$ cat src/rtl/sram_arbiter_pkg.sv
// sram_arbiter_pkg: port encodings and SRAM geometry defaults shared with sram.
package sram_arbiter_pkg;
  localparam int SRAM_DATA_WIDTH = 8;
  localparam int SRAM_ADDR_WIDTH = 11;
  typedef enum logic {PORT0 = 1'b0, PORT1 = 1'b1} port_e;
endpackage

$ cat src/rtl/sram_arbiter_if.sv
// sram_arbiter_if: both requester channels plus the SRAM-side bus of the arbiter.
interface sram_arbiter_if import sram_arbiter_pkg::*; #(
  parameter int DW = SRAM_DATA_WIDTH,
  parameter int AW = SRAM_ADDR_WIDTH
);
  logic          req0_valid, req1_valid, req0_ready, req1_ready, req0_we, req1_we;
  logic [AW-1:0] req0_addr, req1_addr, sram_addr;
  logic [DW-1:0] req0_wdata, req1_wdata, rsp0_rdata, rsp1_rdata, sram_wdata, sram_rdata;
  logic          rsp0_valid, rsp1_valid, sram_en, sram_we;
  modport slave (
    input  req0_valid, req1_valid, req0_we, req1_we, req0_addr, req1_addr,
           req0_wdata, req1_wdata, sram_rdata,
    output req0_ready, req1_ready, rsp0_valid, rsp1_valid, rsp0_rdata, rsp1_rdata,
           sram_en, sram_we, sram_addr, sram_wdata
  );
  modport master (
    output req0_valid, req1_valid, req0_we, req1_we, req0_addr, req1_addr,
           req0_wdata, req1_wdata, sram_rdata,
    input  req0_ready, req1_ready, rsp0_valid, rsp1_valid, rsp0_rdata, rsp1_rdata,
           sram_en, sram_we, sram_addr, sram_wdata
  );
endinterface

$ cat src/rtl/sram_arbiter_rr_burst_sel.sv
// rr_burst_sel: two-way round-robin grant select with a bounded burst per owner.
module rr_burst_sel import sram_arbiter_pkg::*; #(
  parameter int MAX_BURST = 4
) (
  input  logic  clk,
  input  logic  reset_n,
  input  logic  valid0,
  input  logic  valid1,
  output logic  gnt,
  output port_e gnt_port
);
  localparam logic [3:0] MB = 4'(MAX_BURST);
  port_e      owner;
  logic [3:0] burst_cnt;
  // Reset gates the grant so it drops asynchronously with the registers.
  always_comb begin
    gnt = reset_n && (valid0 || valid1);
    gnt_port = (valid0 && valid1) ? ((burst_cnt < MB) ? owner : port_e'(~owner))
                                  : (valid1 ? PORT1 : PORT0);
  end
  always_ff @(posedge clk or negedge reset_n)
    if (!reset_n) begin
      owner <= PORT1;
      burst_cnt <= MB;
    end else if (gnt) begin
      owner <= gnt_port;
      burst_cnt <= (gnt_port != owner) ? 4'd1 : (burst_cnt == MB) ? MB : burst_cnt + 4'd1;
    end
endmodule

$ cat src/rtl/sram_arbiter.sv
// sram_arbiter: shares one synchronous-read SRAM between two valid/ready requesters.
module sram_arbiter import sram_arbiter_pkg::*; #(
  parameter int DATA_WIDTH = SRAM_DATA_WIDTH,
  parameter int ADDR_WIDTH = SRAM_ADDR_WIDTH,
  parameter int MAX_BURST  = 4
) (
  input logic           clk,
  input logic           reset_n,
  sram_arbiter_if.slave bus
);
  logic                  gnt, g0, g1, we, rd_tag_valid, r0, r1;
  logic [ADDR_WIDTH-1:0] addr;
  logic [DATA_WIDTH-1:0] wdata;
  port_e                 gnt_port, rd_tag_port;
  rr_burst_sel #(.MAX_BURST(MAX_BURST)) u_sel (
    .clk      (clk),
    .reset_n  (reset_n),
    .valid0   (bus.req0_valid),
    .valid1   (bus.req1_valid),
    .gnt      (gnt),
    .gnt_port (gnt_port)
  );
  always_comb begin
    g0 = gnt && gnt_port == PORT0;
    g1 = gnt && gnt_port == PORT1;
    we = g1 ? bus.req1_we : (g0 && bus.req0_we);
    addr = g1 ? bus.req1_addr : g0 ? bus.req0_addr : '0;
    wdata = g1 ? bus.req1_wdata : g0 ? bus.req0_wdata : '0;
    r0 = rd_tag_valid && rd_tag_port == PORT0;
    r1 = rd_tag_valid && rd_tag_port == PORT1;
  end
  assign bus.req0_ready = g0;
  assign bus.req1_ready = g1;
  assign bus.sram_en    = gnt;
  assign bus.sram_we    = we;
  assign bus.sram_addr  = addr;
  assign bus.sram_wdata = wdata;
  assign bus.rsp0_valid = r0;
  assign bus.rsp1_valid = r1;
  assign bus.rsp0_rdata = r0 ? bus.sram_rdata : '0;
  assign bus.rsp1_rdata = r1 ? bus.sram_rdata : '0;
  // Tag the read so its registered SRAM output is routed back one cycle later.
  always_ff @(posedge clk or negedge reset_n)
    if (!reset_n) begin
      rd_tag_valid <= 1'b0;
      rd_tag_port <= PORT0;
    end else begin
      rd_tag_valid <= gnt && !we;
      rd_tag_port <= gnt_port;
    end
endmodule

$ cat src/flat_wrapper.sv
// flat-port wrapper written by rule: the top's interface ports become plain ports
module sram_arbiter_flat import sram_arbiter_pkg::*;
#(
  parameter int DATA_WIDTH = SRAM_DATA_WIDTH,
  parameter int ADDR_WIDTH = SRAM_ADDR_WIDTH,
  parameter int MAX_BURST  = 4
)
  (clk, reset_n, bus_req0_valid, bus_req1_valid, bus_req0_we, bus_req1_we, bus_req0_addr, bus_req1_addr, bus_req0_wdata, bus_req1_wdata, bus_sram_rdata, bus_req0_ready, bus_req1_ready, bus_rsp0_valid, bus_rsp1_valid, bus_rsp0_rdata, bus_rsp1_rdata, bus_sram_en, bus_sram_we, bus_sram_addr, bus_sram_wdata);
  sram_arbiter_if bus_i ();
  input logic clk;
  input logic reset_n;
  input wire logic [$bits(bus_i.req0_valid)-1:0] bus_req0_valid;
  input wire logic [$bits(bus_i.req1_valid)-1:0] bus_req1_valid;
  input wire logic [$bits(bus_i.req0_we)-1:0] bus_req0_we;
  input wire logic [$bits(bus_i.req1_we)-1:0] bus_req1_we;
  input wire logic [$bits(bus_i.req0_addr)-1:0] bus_req0_addr;
  input wire logic [$bits(bus_i.req1_addr)-1:0] bus_req1_addr;
  input wire logic [$bits(bus_i.req0_wdata)-1:0] bus_req0_wdata;
  input wire logic [$bits(bus_i.req1_wdata)-1:0] bus_req1_wdata;
  input wire logic [$bits(bus_i.sram_rdata)-1:0] bus_sram_rdata;
  output wire logic [$bits(bus_i.req0_ready)-1:0] bus_req0_ready;
  output wire logic [$bits(bus_i.req1_ready)-1:0] bus_req1_ready;
  output wire logic [$bits(bus_i.rsp0_valid)-1:0] bus_rsp0_valid;
  output wire logic [$bits(bus_i.rsp1_valid)-1:0] bus_rsp1_valid;
  output wire logic [$bits(bus_i.rsp0_rdata)-1:0] bus_rsp0_rdata;
  output wire logic [$bits(bus_i.rsp1_rdata)-1:0] bus_rsp1_rdata;
  output wire logic [$bits(bus_i.sram_en)-1:0] bus_sram_en;
  output wire logic [$bits(bus_i.sram_we)-1:0] bus_sram_we;
  output wire logic [$bits(bus_i.sram_addr)-1:0] bus_sram_addr;
  output wire logic [$bits(bus_i.sram_wdata)-1:0] bus_sram_wdata;
  assign bus_i.req0_valid = bus_req0_valid;
  assign bus_i.req1_valid = bus_req1_valid;
  assign bus_i.req0_we = bus_req0_we;
  assign bus_i.req1_we = bus_req1_we;
  assign bus_i.req0_addr = bus_req0_addr;
  assign bus_i.req1_addr = bus_req1_addr;
  assign bus_i.req0_wdata = bus_req0_wdata;
  assign bus_i.req1_wdata = bus_req1_wdata;
  assign bus_i.sram_rdata = bus_sram_rdata;
  assign bus_req0_ready = bus_i.req0_ready;
  assign bus_req1_ready = bus_i.req1_ready;
  assign bus_rsp0_valid = bus_i.rsp0_valid;
  assign bus_rsp1_valid = bus_i.rsp1_valid;
  assign bus_rsp0_rdata = bus_i.rsp0_rdata;
  assign bus_rsp1_rdata = bus_i.rsp1_rdata;
  assign bus_sram_en = bus_i.sram_en;
  assign bus_sram_we = bus_i.sram_we;
  assign bus_sram_addr = bus_i.sram_addr;
  assign bus_sram_wdata = bus_i.sram_wdata;
  sram_arbiter #(.DATA_WIDTH(DATA_WIDTH), .ADDR_WIDTH(ADDR_WIDTH), .MAX_BURST(MAX_BURST)) u_core (.clk(clk), .reset_n(reset_n), .bus(bus_i));
endmodule
$ cat config.mk
export PLATFORM = sky130hd
export DESIGN_NAME = sram_arbiter_flat
export DESIGN_NICKNAME = d
export VERILOG_FILES = /design/src/rtl/sram_arbiter_pkg.sv /design/src/rtl/sram_arbiter_if.sv /design/src/rtl/sram_arbiter_rr_burst_sel.sv /design/src/rtl/sram_arbiter.sv /design/src/flat_wrapper.sv
export SDC_FILE = /design/constraint.sdc
export NUM_CORES = 1
export LEC_CHECK = 0
export CAP_MARGIN = 30
export CORE_MARGIN = 5
export CORE_UTILIZATION = 27
export DETAILED_ROUTE_END_ITERATION = 12
export PLACE_DENSITY = 0.85
export SLEW_MARGIN = 20
export SYNTH_ARGS = -nofsm -noshare
export SYNTH_HDL_FRONTEND = slang
export SYNTH_SLANG_ARGS = --single-unit
export TNS_END_PERCENT = 30
$ cat constraint.sdc
create_clock -name clk -period 3.98 [get_ports clk]
set_clock_uncertainty 0.2 [all_clocks]
set_input_delay 0.995 -clock clk [delete_from_list [all_inputs] [get_ports clk]]
set_output_delay 0.995 -clock clk [all_outputs]
set_load 0.005 [all_outputs]
* Yosys cells after proc, flatten, opt, wreduce, memory -nomap -nowiden
Index checks and enable logic that the tools add are counted.
** Cells by class
- Bitwise logic cells :: 3
- Mux-type cells :: 12
- Equal/unequal tests :: 2
- $add $sub $neg :: 1
- $lt $le $gt $ge :: 1
- Reduce and logical (&&, ||, !) cells :: 10
** Operator list (count)
- 8-bit 2-to-1 mux :: 4
- 11-bit 2-to-1 mux :: 2
- 1-bit logical AND :: 8
- 4-bit 2-to-1 mux :: 2
- 4-bit by 1-bit adder with 4-bit output (second input constant) :: 1
- 4-bit by 3-bit == test with 1-bit output (second input constant) :: 1
- 4-bit by 3-bit < comparator with 1-bit output (second input constant) :: 1
- 1-bit 2-to-1 mux :: 4
- 1-bit inverter :: 3
- 1-bit zero test :: 1
- 1-bit logical OR :: 1
- 1-bit != test :: 1
** Word-level totals
- Word-level logic and storage cells :: 33
- Bits of input ports :: 52
- Register bits after elaboration :: 7
- Output and inout port bits :: 41

* Depth between registers and ports, before layout
- Depth in word-level cells :: 9
- Mapped depth :: 6
- Depth with buffers taken out :: 5

* Cells and area by module
A second synthesis with hierarchy kept.
** Unflattened totals
- Cells, all modules :: 109
- Area total of the unflattened synthesis :: 902.1 um2
** By module, submodules not included
- sram_arbiter :: cells an instance 76, seq. area each 50.0 um2, area each 583.1 um2, instances 1
- rr_burst_sel :: cells an instance 33, seq. area each 127.6 um2, area each 319.1 um2, instances 1

* Worst setup path after synthesis
Ideal clock, no wire load.
- Path kind :: in2out
- From :: in bus_req0_valid
- To :: out bus_sram_addr[2]
- Buffers on the path :: 2
- Data arrival time :: 2.118 ns
- Path slack :: 0.667 ns
- Data required time :: 2.785 ns
- Stages on the path :: 6
- Path through :: or4b_1 o211a_1 and2_4 buf_6 buf_6 a22o_1
** On the way
- Elaborated cells between the ends (all ways) :: 9
- Those cells by class :: mux (3); bitwise (1); reduce/logical (5)
** RTL lines
- from (decl) :: RTL line flat_wrapper.sv:12 : input wire logic [$bits(bus_i.req0_valid)-1:0] bus_req0_valid;
- 1-bit logical AND :: RTL line sram_arbiter_rr_burst_sel.sv:18 : gnt_port = (valid0 && valid1) ? ((burst_cnt < MB) ? owner : port_e'(~owner))
- 1-bit 2-to-1 mux :: RTL line sram_arbiter_rr_burst_sel.sv:18
- named net u_core.gnt_port :: RTL line sram_arbiter.sv:14 : port_e gnt_port, rd_tag_port;
- 1-bit logical AND :: RTL line sram_arbiter.sv:25 : g1 = gnt && gnt_port == PORT1;
- named net bus_req1_ready :: RTL line flat_wrapper.sv:22 : output wire logic [$bits(bus_i.req1_ready)-1:0] bus_req1_ready;
- 11-bit 2-to-1 mux :: RTL line sram_arbiter.sv:27 : addr = g1 ? bus.req1_addr : g0 ? bus.req0_addr : '0;
- to (decl) :: RTL line flat_wrapper.sv:29 : output wire logic [$bits(bus_i.sram_addr)-1:0] bus_sram_addr;
The timed path passes the listed nets, and every way through them passes these cells.

* Worst setup path after layout
- From :: in bus_req1_valid
- To :: out bus_req1_ready
** On the way
- Word-level cells in the longest chain between the ends :: 3
- Elaborated cells between the ends (all ways) :: 6
- Those cells by class :: mux (2); reduce/logical (4)
** RTL lines
- from (decl) :: RTL line flat_wrapper.sv:13 : input wire logic [$bits(bus_i.req1_valid)-1:0] bus_req1_valid;
- 1-bit 2-to-1 mux / 1-bit logical AND (equally long branches) :: RTL line sram_arbiter_rr_burst_sel.sv:19, sram_arbiter_rr_burst_sel.sv:18
- 1-bit 2-to-1 mux (*) :: RTL line sram_arbiter_rr_burst_sel.sv:18
- named net u_core.gnt_port :: RTL line sram_arbiter.sv:14
- 1-bit logical AND (*) :: RTL line sram_arbiter.sv:25
- to (decl) :: RTL line flat_wrapper.sv:22
The timed path passes the listed nets; every way through them passes the cells marked *.

==> out/summary.md <==
The run finished with clean final reports. The run gives 2.78 ns as the data required time at the worst endpoint. For met3 alone, demand over resource in global routing was 2.48%.

The final critical path takes up 92.3% of the cycle. The global-route wire length before repair is 4890 um, and the total CTS buffers is 3. The type of destination of the critical path was an output port. The unique cell type count in the Yosys netlist was 29. Across the VDD grid, the largest voltage drop is 0.179 mV. Once layout is done, the placed cells without fillers occupy 1740 um^2.

The tools report the maximum number of pins on one net before global-route repair as 23. Across every metal layer, demand over resource in global routing totals 16.7%. The setup TNS after final layout is 0 ns, and the clock-pin slew reported for the worst setup and hold paths after clock tree synthesis is 0.05 ns.

The max-slew violation count was 0; the setup violation total in the final timing report was 0. Summing all placed instances gives a cell area of 1690 um^2. The logs give 93 for the total I/O pin count and 0 for the number of antenna diodes. The TritonCTS sink count was 7; the global-route track usage on met1 was 18.8%. Mean instance size in the synthesized netlist: 8.58 um^2.

The proportion of synthesized flip-flops having asynchronous set or reset is 100%. The floorplan step defined a die boundary enclosing 3840 um^2. Counting flops with a built-in enable in the synthesized netlist gives 0. After detailed routing, the number of remaining DRC violations is 0. Number of iterations in the first detailed-routing pass: 4. Fill cells in the final layout number 212. The number of hold buffers added after CTS was 0. The number of cell instances on the worst register-to-register path works out to 6. The count of state elements after synthesis came out at 7. In this run the worst path has a maximum fanout of 6. For the total nets after synthesis, the log shows 139.

The beginning of the worst hold path is u_core.u_sel.owner. Global routing used 32.1% of the available met2 tracks. The tools report the overall power after layout as 0.459 mW. The DRC violation total after the first TritonRoute iteration was 41; the routability congestion estimate was 0.838.

Detail-routed via count per cell: 5.07. After global routing, the most crowded layer is met2. The startpoint kind of the worst setup timing path was an input pin.

The worst-margin pin slew was 0.445 ns. The run gives 18 as the row count. The die is 62.0 um wide.

The tree is rooted in a clkbuf_4. The deepest level of the CTS H-tree is 1, and the final critical-path setup slack is 0.305 ns. For the aggregate global routing overflow, the log shows 0. The run gives 0 as the number of nets with antenna violations after routing. The starting density of the core came out at 28.9%. Setup repair after global routing left no endpoint under its margin.

For the placed wire-length estimate after detailed placement, the log shows 2910 um. In the final routed layout, each cell accounts on average for 17.0 um. The clock reaches the later pin of the worst-skew pair after 0.25 ns.

Measured along the y axis, the die boundary spans 62.0 um. Worst-case hold path end point: u_core.u_sel.owner. The logs give 0 for the number of antenna violations at the first check in global routing and 1006 for the number of global-route vias before repair. Based on the critical path, the design can be clocked at up to 272 MHz. In this run the deepest clock path goes through 2 buffers.

The endpoint identified for the worst register-to-register timing path is u_core.rd_tag_valid. The dominant register cell in the synthesized netlist is dfrtp_1. In the post-synthesis netlist, the biggest area contributors are a22o_1 (22%), dfrtp_1 (17%), and2_1 (7.7%). The number of port buffers is 92. By startpoint and endpoint, the worst setup path is classified as input pin to output port. The run gives 3650 um as the routed wire length. The cell accounting for the most synthesized area is a22o_1.

The tools report the total vias in the final route as 1089. The number of hold violations in the final report came out at 0. Yosys printed 0 warnings.

In this run the worst hold path is classified as flip-flop to flip-flop. The mapped netlist covers 729 um^2. TritonCTS built the clock tree. In this run the critical register-to-register path is launched from u_core.u_sel.burst_cnt[3].

Across all register-to-register paths, the minimum setup slack is 1.85 ns. The tools report the number of cells produced by synthesis as 85. The run gives -0.199 ns as the minimum setup slack after placement. Power spread over the standard cell area amounts to 264 nW/um^2. After synthesis, the largest area contributor takes up 21.6% of total cell area. The number of nets in the layout is 240. The floorplan core area was 2520 um^2; the layout cell share with drive strength beyond 1 was 11.9%.

From synthesis to final layout, the design area changed by 138%. The arrival time at the worst endpoint was 2.48 ns. The analysis attributes to cell leakage a power of 0.831 nW.

The tool flagged a number of max-cap violations equal to 0. Shortest period the worst path allows: 3.68 ns. For the headroom to the max-slew limit, the log shows 70.3%. The sequential-to-total area share from yosys stat is 24.4%. The depth of the worst hold-timing path works out to 1.
## critical path, cell delays in order
cell,delay (ns)
clkdlybuf4s50_1,0.56
o211a_4,0.23
and2_4,0.18
clkdlybuf4s50_1,0.51
## kinds of logic after synthesis
| family | Yosys count | synth area share, % |
|---|---|---|
| xor gates and xnor gates | 1 | 1.20 |
| AOI/OAI and AO/OA | 32 | 36.2 |
| adders and majority gates | 2 | 3.43 |
| muxes | 1 | 1.54 |
| and+or+nand+nor | 30 | 24.0 |
| DFF | 7 | 24.4 |
| buffers and inverters | 12 | 9.26 |
## worst max path at each step
| stage | from | endpoint | slack (ns) | cells past startpoint |
|---|---|---|---|---|
| final | bus_req1_valid | bus_req1_ready | 0.30 | 4 |
| after global routing | bus_req1_valid | bus_req0_ready | 0.22 | 4 |
| after CTS | bus_req0_valid | bus_req1_ready | 0.003 | 5 |
| after detailed placement | bus_req0_valid | bus_sram_we | -0.20 | 6 |
| after global placement | bus_req0_valid | bus_sram_we | -0.16 | 6 |
| after floorplan | bus_req0_valid | bus_sram_addr[2] | 0.67 | 6 |
## state kept, by name (all words and copies together), names as in the netlist
name / cells
u_core.u_sel.owner: 1
u_core.u_sel.burst_cnt: 4
u_core.rd_tag_valid: 1
u_core.rd_tag_port: 1
## final cells by class
| type | count | area (um^2) | share of cell area, % |
|---|---|---|---|
| inverters | 6 | 22.5 | 1.29 |
| clock buffers | 4 | 26.3 | 1.51 |
| well taps | 30 | 37.5 | 2.16 |
| flip-flops and latches | 7 | 178 | 10.2 |
| repair buffers | 99 | 953 | 54.8 |
| multi-input cells | 69 | 522 | 30.0 |
## metrics by stage
stage / cells / utilization (%) / hold WS (ns)
3_5_place_dp: 207 / 66.9 / 0.341
2_1_floorplan: 85 / - / 0.321
5_1_grt: 215 / 68.9 / 0.381
6_report: 215 / 68.9 / 0.351
3_3_place_gp: 207 / 66.9 / 0.331
4_1_cts: 214 / 68.0 / 0.348
## power by group
part | switching, mW | internal, mW | leakage, nW
logic | 0.105 | 0.169 | 0.733
clock network | 0.0262 | 0.0383 | 0.0150
registers | 0.0263 | 0.0939 | 0.0830
## cells in the mapped netlist (3+ instances only)
cell       n
inv_1      6
dfrtp_1    5
and2_1     9
a22o_1    18
and3_1     8
nand2_1    4
nor2_1     3
buf_6      3
clkbuf_1   3
## cells in the final DEF (no fill, tap or decap), drive strengths merged, types with 2 or more instances in the layout
cell type / n
nand3: 2
dfstp: 2
dlymetal6s2s: 2
nor2: 3
ha: 2
and3: 8
dlygate4sd2: 20
a31oi: 2
dfrtp: 5
clkdlybuf4s50: 70
a22o: 20
inv: 6
clkbuf: 4
and2: 13
buf: 7
a21oi: 2
nand2: 4
## metal layers
layer	vias to the layer above	routed length (um)
met5	-	0
met4	0	29
met3	4	334
met2	52	1990
met1	504	1290
li1	529	-
## what timing repair did
action	CTS	global route
resized for setup	22	5
setup buffers	1	0
cloned	2	1
endpoints found under the setup margin	21	21
Power figures use the tool's default switching activity.
